==> config.mk <==
export PLATFORM = sky130hd
export DESIGN_NAME = read_guard
export DESIGN_NICKNAME = d
export VERILOG_FILES = /design/src/rtl/read_guard.sv
export SDC_FILE = /design/constraint.sdc
export NUM_CORES = 1
export LEC_CHECK = 0
export CELL_PAD_IN_SITES_DETAIL_PLACEMENT = 0
export CELL_PAD_IN_SITES_GLOBAL_PLACEMENT = 1
export CORE_MARGIN = 8
export CORE_UTILIZATION = 41
export DETAILED_ROUTE_END_ITERATION = 10
export MAX_ROUTING_LAYER = met4
export PLACE_DENSITY_LB_ADDON = 0.1
export RECOVER_POWER = 50
export SYNTH_ARGS = -nofsm -noshare
export SYNTH_HDL_FRONTEND = slang
export SYNTH_SLANG_ARGS = --single-unit
==> constraint.sdc <==
create_clock -name clk_i -period 3.4 [get_ports clk_i]
set_input_delay 0.51 -clock clk_i [delete_from_list [all_inputs] [get_ports clk_i]]
set_output_delay 0.51 -clock clk_i [all_outputs]
set_load 0.01 [all_outputs]
==> src/rtl/read_guard.sv <==
// Passive AXI read-path watchdog: times each read phase against budgets, latches the first violation
// and drives a subordinate reset handshake. req_i = {ar_valid, ar_id, r_ready}; rsp_i = {ar_ready, r_valid, r_id, r_last}.
module read_guard #(
  parameter int unsigned MaxRdTxns = 4,
  parameter int unsigned IdWidth   = 4,
  parameter int unsigned CntWidth  = 10,
  localparam int unsigned ReqWidth = IdWidth + 2,
  localparam int unsigned RspWidth = IdWidth + 3
) (
  input  logic                clk_i,
  input  logic                rst_ni,
  input  logic                guard_ena_i,
  input  logic [ReqWidth-1:0] req_i,
  input  logic [RspWidth-1:0] rsp_i,
  input  logic [CntWidth-1:0] budget_arvld_arrdy_i,
  input  logic [CntWidth-1:0] budget_arvld_rvld_i,
  input  logic [CntWidth-1:0] budget_rvld_rrdy_i,
  input  logic [CntWidth-1:0] budget_rvld_rlast_i,
  input  logic                irq_clr_i,
  output logic                irq_o,
  output logic                rst_req_o,
  input  logic                rst_stat_i,
  output logic [4:0]          cause_o,
  output logic [IdWidth-1:0]  cause_id_o,
  output logic                overflow_o
);

  localparam int unsigned OldWidth = $clog2(MaxRdTxns + 1);
  localparam logic [CntWidth-1:0] CntMax = '1;
  localparam logic [CntWidth-1:0] CntOne = CntWidth'(1);
  localparam logic [OldWidth-1:0] OldOne = OldWidth'(1);

  typedef enum logic [1:0] {MONITOR, RST_REQ, RST_WAIT} state_e;
  typedef enum logic {WAIT_FIRST, IN_BURST} phase_e;

  logic               ar_valid, ar_ready, r_valid, r_ready, r_last;
  logic [IdWidth-1:0] ar_id, r_id;

  assign {ar_valid, ar_id, r_ready}       = req_i;
  assign {ar_ready, r_valid, r_id, r_last} = rsp_i;

  state_e               state_reg, state_next;
  logic                 irq_reg, overflow_reg, detect_reg;
  logic [4:0]           cause_reg;
  logic [IdWidth-1:0]   cause_id_reg;
  logic [CntWidth-1:0]  ar_cnt_reg, r_cnt_reg;

  logic                 ent_valid_reg [MaxRdTxns];
  logic [IdWidth-1:0]   ent_id_reg    [MaxRdTxns];
  phase_e               ent_phase_reg [MaxRdTxns];
  logic [CntWidth-1:0]  ent_cnt_reg   [MaxRdTxns];
  logic [OldWidth-1:0]  ent_older_reg [MaxRdTxns];

  logic monitor_on, ar_hs, r_hs, table_full, retire_any, overflow_set;
  logic ar_due, stall_due, unexp_r, detect;
  logic [MaxRdTxns-1:0] valid_vec, head_hit, same_ar_id, first_due, last_due;
  logic [MaxRdTxns-1:0] head_oh, free_oh, first_oh, last_oh, alloc_oh;
  logic [MaxRdTxns-1:0] retire, first_beat, older_dec;
  logic [OldWidth-1:0]  new_older;
  logic [IdWidth-1:0]   first_id, last_id, det_id;
  logic [4:0]           det_cause;

  function automatic logic [MaxRdTxns-1:0] lowest_one(input logic [MaxRdTxns-1:0] v);
    lowest_one = '0;
    for (int i = int'(MaxRdTxns) - 1; i >= 0; i--) begin
      if (v[i]) begin
        lowest_one    = '0;
        lowest_one[i] = 1'b1;
      end
    end
  endfunction

  // Traffic is only tracked while enabled and not busy resetting the subordinate.
  assign monitor_on = guard_ena_i && (state_reg == MONITOR);
  assign ar_hs      = ar_valid && ar_ready;
  assign r_hs       = r_valid && r_ready;

  for (genvar gi = 0; gi < MaxRdTxns; gi++) begin : g_entry_comb
    assign valid_vec[gi]  = ent_valid_reg[gi];
    assign head_hit[gi]   = ent_valid_reg[gi] && (ent_older_reg[gi] == '0) && (ent_id_reg[gi] == r_id);
    assign same_ar_id[gi] = ent_valid_reg[gi] && (ent_id_reg[gi] == ar_id);
    assign first_due[gi]  = monitor_on && ent_valid_reg[gi] && (ent_phase_reg[gi] == WAIT_FIRST)
                            && (budget_arvld_rvld_i != '0) && (ent_cnt_reg[gi] == budget_arvld_rvld_i);
    assign last_due[gi]   = monitor_on && ent_valid_reg[gi] && (ent_phase_reg[gi] == IN_BURST)
                            && (budget_rvld_rlast_i != '0) && (ent_cnt_reg[gi] == budget_rvld_rlast_i);
    assign retire[gi]     = r_hs && head_oh[gi] && r_last;
    assign first_beat[gi] = r_hs && head_oh[gi] && !r_last && (ent_phase_reg[gi] == WAIT_FIRST);
    assign older_dec[gi]  = retire_any && ent_valid_reg[gi] && !retire[gi] && (ent_id_reg[gi] == r_id);
  end

  assign head_oh      = lowest_one(head_hit);
  assign free_oh      = lowest_one(~valid_vec);
  assign first_oh     = lowest_one(first_due);
  assign last_oh      = lowest_one(last_due);
  assign table_full   = &valid_vec;
  assign retire_any   = |retire;
  assign alloc_oh     = (ar_hs && !table_full) ? free_oh : '0;
  assign overflow_set = monitor_on && ar_hs && table_full;

  // Same-ID entries queued ahead of the new one; an entry retiring now no longer counts.
  always_comb begin
    new_older = '0;
    first_id  = '0;
    last_id   = '0;
    for (int i = 0; i < int'(MaxRdTxns); i++) begin
      if (same_ar_id[i] && !retire[i]) new_older = new_older + OldOne;
      if (first_oh[i]) first_id = ent_id_reg[i];
      if (last_oh[i])  last_id  = ent_id_reg[i];
    end
  end

  assign ar_due    = monitor_on && ar_valid && (budget_arvld_arrdy_i != '0) && (ar_cnt_reg == budget_arvld_arrdy_i);
  assign stall_due = monitor_on && r_valid && (budget_rvld_rrdy_i != '0) && (r_cnt_reg == budget_rvld_rrdy_i);
  assign unexp_r   = monitor_on && r_hs && !(|head_hit);

  always_comb begin
    det_cause = '0;
    det_id    = '0;
    if (ar_due) begin
      det_cause = 5'b00001;
      det_id    = ar_id;
    end else if (|first_due) begin
      det_cause = 5'b00010;
      det_id    = first_id;
    end else if (stall_due) begin
      det_cause = 5'b00100;
      det_id    = r_id;
    end else if (|last_due) begin
      det_cause = 5'b01000;
      det_id    = last_id;
    end else if (unexp_r) begin
      det_cause = 5'b10000;
      det_id    = r_id;
    end
  end

  assign detect = |det_cause;

  for (genvar gi = 0; gi < MaxRdTxns; gi++) begin : g_entry_seq
    always_ff @(posedge clk_i or negedge rst_ni) begin
      if (!rst_ni) begin
        ent_valid_reg[gi] <= 1'b0;
        ent_id_reg[gi]    <= '0;
        ent_phase_reg[gi] <= WAIT_FIRST;
        ent_cnt_reg[gi]   <= '0;
        ent_older_reg[gi] <= '0;
      end else if (!monitor_on) begin
        ent_valid_reg[gi] <= 1'b0;
        ent_phase_reg[gi] <= WAIT_FIRST;
        ent_cnt_reg[gi]   <= '0;
        ent_older_reg[gi] <= '0;
      end else if (alloc_oh[gi]) begin
        ent_valid_reg[gi] <= 1'b1;
        ent_id_reg[gi]    <= ar_id;
        ent_phase_reg[gi] <= WAIT_FIRST;
        ent_cnt_reg[gi]   <= '0;
        ent_older_reg[gi] <= new_older;
      end else if (ent_valid_reg[gi]) begin
        if (retire[gi]) begin
          ent_valid_reg[gi] <= 1'b0;
          ent_phase_reg[gi] <= WAIT_FIRST;
          ent_cnt_reg[gi]   <= '0;
          ent_older_reg[gi] <= '0;
        end else begin
          if (first_beat[gi]) begin
            ent_phase_reg[gi] <= IN_BURST;
            ent_cnt_reg[gi]   <= '0;
          end else if (ent_cnt_reg[gi] != CntMax) begin
            ent_cnt_reg[gi] <= ent_cnt_reg[gi] + CntOne;
          end
          if (older_dec[gi]) ent_older_reg[gi] <= ent_older_reg[gi] - OldOne;
        end
      end
    end
  end

  always_ff @(posedge clk_i or negedge rst_ni) begin
    if (!rst_ni) begin
      ar_cnt_reg <= '0;
      r_cnt_reg  <= '0;
    end else begin
      if (monitor_on && ar_valid && !ar_ready) begin
        if (ar_cnt_reg != CntMax) ar_cnt_reg <= ar_cnt_reg + CntOne;
      end else begin
        ar_cnt_reg <= '0;
      end
      if (monitor_on && r_valid && !r_ready) begin
        if (r_cnt_reg != CntMax) r_cnt_reg <= r_cnt_reg + CntOne;
      end else begin
        r_cnt_reg <= '0;
      end
    end
  end

  // A fresh violation beats a same-cycle clear; otherwise the first capture sticks.
  always_ff @(posedge clk_i or negedge rst_ni) begin
    if (!rst_ni) begin
      irq_reg      <= 1'b0;
      cause_reg    <= '0;
      cause_id_reg <= '0;
      overflow_reg <= 1'b0;
      detect_reg   <= 1'b0;
      state_reg    <= MONITOR;
    end else begin
      if (detect && (!irq_reg || irq_clr_i)) begin
        irq_reg      <= 1'b1;
        cause_reg    <= det_cause;
        cause_id_reg <= det_id;
      end else if (irq_clr_i) begin
        irq_reg      <= 1'b0;
        cause_reg    <= '0;
        cause_id_reg <= '0;
      end
      if (overflow_set) begin
        overflow_reg <= 1'b1;
      end else if (irq_clr_i) begin
        overflow_reg <= 1'b0;
      end
      detect_reg <= detect;
      state_reg  <= state_next;
    end
  end

  always_comb begin
    state_next = state_reg;
    rst_req_o  = 1'b0;
    case (state_reg)
      MONITOR: begin
        if (detect_reg) state_next = RST_REQ;
      end
      RST_REQ: begin
        rst_req_o = 1'b1;
        if (rst_stat_i) state_next = RST_WAIT;
      end
      RST_WAIT: begin
        if (!rst_stat_i) state_next = MONITOR;
      end
      default: state_next = MONITOR;
    endcase
  end

  assign irq_o      = irq_reg;
  assign cause_o    = cause_reg;
  assign cause_id_o = cause_id_reg;
  assign overflow_o = overflow_reg;

endmodule
After elaboration in Yosys (flattened, before gate mapping)

Cells that the tools add are included.
Widths: inputs -> output; s select.

Add/sub/neg operators: 13
Equal/unequal tests: 47
Muxes and demuxes: 135
Bitwise gates (word level): 5
Reductions and logical operators: 134

Operator list:

| operator              | count |
|---|---|
| $mux 10               | 28 |
| $mux 4                | 32 |
| $eq 10x10->1          | 10 |
| $logic_and 1x1->1     | 89 |
| $mux 3                | 23 |
| $add 10x1->10 const B | 6 |
| $ne 10x10->1 const B  | 6 |
| $mux 1                | 41 |
| $reduce_bool 10->1    | 4 |
| $mux 5                | 7 |
| $eq 4x4->1            | 8 |
| $ne 4x1->1 const B    | 8 |
| $reduce_and 2->1      | 16 |
| $ne 5x1->1 const B    | 4 |
| $reduce_or 4->1       | 4 |
| $logic_not 3->1       | 4 |
| $ne 3x2->1 const B    | 4 |
| $sub 3x1->3 const B   | 4 |
| $logic_not 1->1       | 10 |
| $add 3x1->3 const B   | 3 |
| $mux 2                | 3 |
| $ne 2x2->1 const B    | 3 |
| $pmux 2 s3            | 1 |
| $reduce_or 5->1       | 1 |
| 10 further kinds      | 15 |

Register bits: 110
Input bits: 58
Output and inout bits: 12
Word-level logic and storage cells: 362

Logic depth before layout (Yosys ltp)

Word-level depth: 20
Depth in mapped cells: 16
Gate-level depth less buffers: 16

Worst setup path before layout

OpenSTA, ideal clock, no wires.

Path kind: input -> register
Start point: input port rsp_i[1]
End point: register ent_older_reg[2] in the netlist's numbering
Library setup time: 0.125 ns
Data arrival time: 3.387 ns
Data required time: 3.275 ns
Slack: -0.112 ns
Cell stages on the path: 15
Buffers on the path: 1
Cells stage by stage: clkbuf_1 > xor2_1 > nor3_1 > nand4_1 > or2_2 > and3_1 > ha_1 > xor2_1 > inv_1 > ha_1 > inv_1 > a311oi_1 > xnor2_1 > o22ai_1 > mux2_2

Longest elaborated chain between the ends: 18
Elaborated cells between the ends (all ways): 45
Classes of those cells: 3 x add/sub; 5 x eq/ne; 12 x mux; 25 x reduce/logical

Ends and longest elaborated chain:

| element                         | RTL line | text |
|---|---|---|
| from (decl)                     | 14       | `input logic [RspWidth-1:0] rsp_i,` |
| $eq 4x4->1                      | 80       | `assign head_hit[gi] = ent_valid_reg[gi] && (ent_older_reg[gi] == '0) && (ent_id_reg[gi] == r_id);` |
| $logic_and 1x1->1               | 80       |  |
| $mux 4 (3 in series)            | 66       | `if (v[i]) begin` |
| $logic_and 1x1->1 (2 in series) | 86       | `assign retire[gi] = r_hs && head_oh[gi] && r_last;` |
| $logic_not 1->1                 | 106      | `if (same_ar_id[i] && !retire[i]) new_older = new_older + OldOne;` |
| $logic_and 1x1->1               | 106      |  |
| $mux 1                          | 106      |  |
| $add 3x1->3                     | 106      |  |
| $mux 3                          | 106      |  |
| $add 3x1->3                     | 106      |  |
| $mux 3                          | 106      |  |
| $add 3x1->3                     | 106      |  |
| $mux 3                          | 106      |  |
| $mux 3                          | 152      | `end else if (alloc_oh[gi]) begin` |
| $mux 3                          | 147      | `end else if (!monitor_on) begin` |
| to (signal, indexed assignment) | 157      | `ent_older_reg[gi] <= new_older;` |
| to (signal, indexed assignment) | 171      | `if (older_dec[gi]) ent_older_reg[gi] <= ent_older_reg[gi] - OldOne;` |
| to (decl)                       | 52       | `logic [OldWidth-1:0] ent_older_reg [MaxRdTxns];` |

Parallel ways exist; a longest one is shown, timed or not. The select of a mux whose other input is x is not followed.
A chain may end at the register's enable or synchronous reset.

Worst setup path after layout

Ends and elaborated chain as after synthesis.

==> results.toml <==
[setup_path]
most_used_cell_along_the_critical_path = "sky130_fd_sc_hd__buf_4"
cp_cell_sequence = "dlygate4sd2_1, buf_4, buf_4, xor2_1, nor4_2, buf_4, and3_4, a41oi_2, nand3b_1, buf_4, xor2_1, inv_1, ha_1, inv_1, a311oi_2, xnor2_2, o22ai_1, mux2_2"
crit_path_end_kind = "register"
timing.critical_path.slowest_stage_cell = "sky130_fd_sc_hd__nor4_2"
critPathLaunchType = "input pin"
data_required_critical_path_ns = 3.66
rrSetupSlack_ns = 0.19
critPathMaxFanout = 3
timing.setup.critical_path_class = "input pin to register"
cp_data_arrival_time_ns = 3.57
worst_path_largest_cell_delay_ns = 0.29

[grt]
grt_first_pass_wirelength_um = 38400
grt-ovfl-total = 0
grt_max_degree = 79
antenna_found_initial = 0
number_of_global_route_vias_before_repair = 6991
track_usage = 0.210

[drt]
drt_iter0_markers = 347
post_drt_via_cell_ratio = 5.51
remaining_drc_errors = 0
postRouteAntennaNets = 0
routed-via-count = 6826
wl_cell_um = 19.2
drtPass1Iterations = 4
wl_um = 23700

[yosys]
avgSynthCellArea_um2 = 8.88
synth.cell_area_um2 = 7730
synthDominantAreaCellType = "sky130_fd_sc_hd__dfrtp_1"
synth_compound_area_frac = 0.110
yosys_warnings = 0
seq_area_frac_synth = 0.356
most_used_standard_cells_in_the_synthesized_netlist = "sky130_fd_sc_hd__dfrtp_1, sky130_fd_sc_hd__xor2_1, sky130_fd_sc_hd__nor2_1"
simple_logic_cell_fraction_of_the_synthesized_area = 0.220
synth_top_family_by_area = "simple AND/OR/NAND/NOR gates"
synthMostInstantiatedCell = "sky130_fd_sc_hd__dfrtp_1"
synthDistinctLibCells = 67
netlist_top_cells_area = "sky130_fd_sc_hd__dfrtp_1, sky130_fd_sc_hd__xor2_1, sky130_fd_sc_hd__xnor2_1"
dominantRegCellSynth = "sky130_fd_sc_hd__dfrtp_1"
post_synth_mux_area_share = 0.0419
ys_ff_latch = 110
synth_top_area_frac = 0.356
post_synth_inst_count = 870
synth.net_count = 945
synth-async-reset-ratio = 1.00
adder_and_majority_gate_portion_of_the_synthesized_area = 0.0275
synth_edf_count = 0
synth-xor-area-share = 0.201

[timing]
max_slew_margin = -0.175
finalWorstPathRequiredPeriod_ns = 3.31
setup_viol = 0
clock_skew_ns = 0.0212
fmax_mhz = 302
finalMaxSlewViolations = 34
max_slew.worst_pin.slew_ns = 1.76
finalHoldViolCount = 0
layout_setup_ws_ns = 0.0886
fin_crit_sh = 0.974

[cells_and_area]
stdcell_area_um2 = 9650
largest_register_ffs = 40
fraction_of_final_layout_cells_with_drive_strength_greater_than_1 = 0.165
nets = 1074
finish.cell_count_without_fillers = 1238
antenna_diode_count = 0
flow.area_growth_from_synthesis_pct = 24.9

[placement]
pre_cts_ws_ns = -0.499
place.detailed.instances = 1215
place_hpwl_um = 18600
routabilityCongestion = 0.963
buffers_on_ports = 69
placement.cell_area_um2 = 9280

[clock_tree]
tritoncts = "built"
number_of_hold_repair_buffers_added_at_the_cts_stage = 0
clock_tree.buffer_depth = 2
h_tree_level_count = 3
numCtsBuffers = 9
clock_tree.root_cell = "sky130_fd_sc_hd__clkbuf_16"
worstSkewPairLatency_ns = 0.37
numClockSinks = 110
post_cts_clock_slew_at_the_launch_and_capture_registers_of_the_worst_setup_and_hold_paths_ns = 0.09

[hold_path]
worstHoldPathType = "register to register"

[floorplanning]
initial_utilization = 0.416
pin_count = 70
row_count = 50
floorplan.die.width_um = 153
y_dimension_of_the_die_um = 153
floorplan.die_area_um2 = 23500
fp.coreArea_um2 = 18600

[job]
maxCapViolCount = 1

[pwr]
p_leak_nw = 4.10
power_density_nw_per_um2 = 447
power.total_mw = 4.32
vdd_drop_max_mv = 0.236

[run_status]
violations_in_the_final_reports = "max-capacitance violations, max-slew violations"
outcome = "finished with violations"
[placed cells by master, fill, tap and decap left out, types with 28 or more instances in the layout]
master / synthesis / routed
sky130_fd_sc_hd__dfrtp_1: 110 / 109
sky130_fd_sc_hd__buf_4: 0 / 106
sky130_fd_sc_hd__xor2_1: 98 / 97
sky130_fd_sc_hd__nor2_1: 87 / 87
sky130_fd_sc_hd__xnor2_1: 79 / 78
sky130_fd_sc_hd__clkdlybuf4s50_1: 0 / 62
sky130_fd_sc_hd__nand2_1: 46 / 46
sky130_fd_sc_hd__nand3_1: 41 / 41
sky130_fd_sc_hd__nand4_1: 30 / 30
sky130_fd_sc_hd__inv_1: 28 / 28
[final cells by class]
cell class              instances  area, um^2
clock inverters                 6        53.8
clock buffers                  10         229
repair buffers                179        1510
flip-flops and latches        110        2750
fillers                      1763        8930
inverters                      28         105
multi-input cells             671        4700
well taps                     234         293
[cells by family (layout without fill, tap and decap cells)]
group           Yosys count  count (layout)
simple gates            327             327
xor+xnor                177             177
compound gates          120             120
flops                   110             110
buf+inv                  89             223
mux                      30              30
fa+ha+maj                17              17
[power by group]
group          internal [mW]  switching, mW  total (mW)
combinational          0.723          0.818        1.54
clock                  0.514          0.554        1.07
sequential              1.49          0.220        1.71
total                   2.73           1.59        4.32
[path summary, 6_finish.rpt]
kind                             startpoint          endpoint  depth (start not counted)
max                                rsp_i[1]  ent_older_reg[2]                         18
min                        ent_older_reg[8]  ent_older_reg[8]                          2
max reg2reg                  ent_id_reg[13]  ent_older_reg[2]                         14
min reg2reg                ent_older_reg[8]  ent_older_reg[8]                          2
max in group asynchronous            rst_ni    ent_id_reg[10]                          2
min in group asynchronous            rst_ni   ent_cnt_reg[12]                          1
[worst max-delay path: cells and delay by family]
kind                     cells  cell delay (ns)
multiplexers                 1             0.27
buffers and inverters        7             1.00
AND/OR/NAND/NOR              3             0.66
XOR/XNOR                     3             0.64
adder cells (fa/ha/maj)      1             0.18
AO/OA/AOI/OAI                3             0.32
[routing by layer]
metal	vias up	global-route usage	wire length (um)
met5	-	-	0
met4	0	0.0589	471
met3	31	0.0338	930
met2	163	0.329	10800
met1	3338	0.277	11500
li1	3294	-	-
[per-stage QoR]
stage	hold WS (ns)	TNS, ns	util
after floorplan	0.214	0	-
after global placement	0.461	-2.84	0.499
final	0.495	0	0.519
after detailed placement	0.472	-4.68	0.499
after global routing	0.523	-0.0727	0.519
after CTS	0.103	0	0.518
[timing repair]
item	4_1_cts	5_1_grt
buffers inserted	6	1
gates cloned	0	0
gates resized for setup	9	9
setup endpoints to repair	3	5
pin swaps	6	5
No activity file was read; power rests on OpenSTA's default activity.
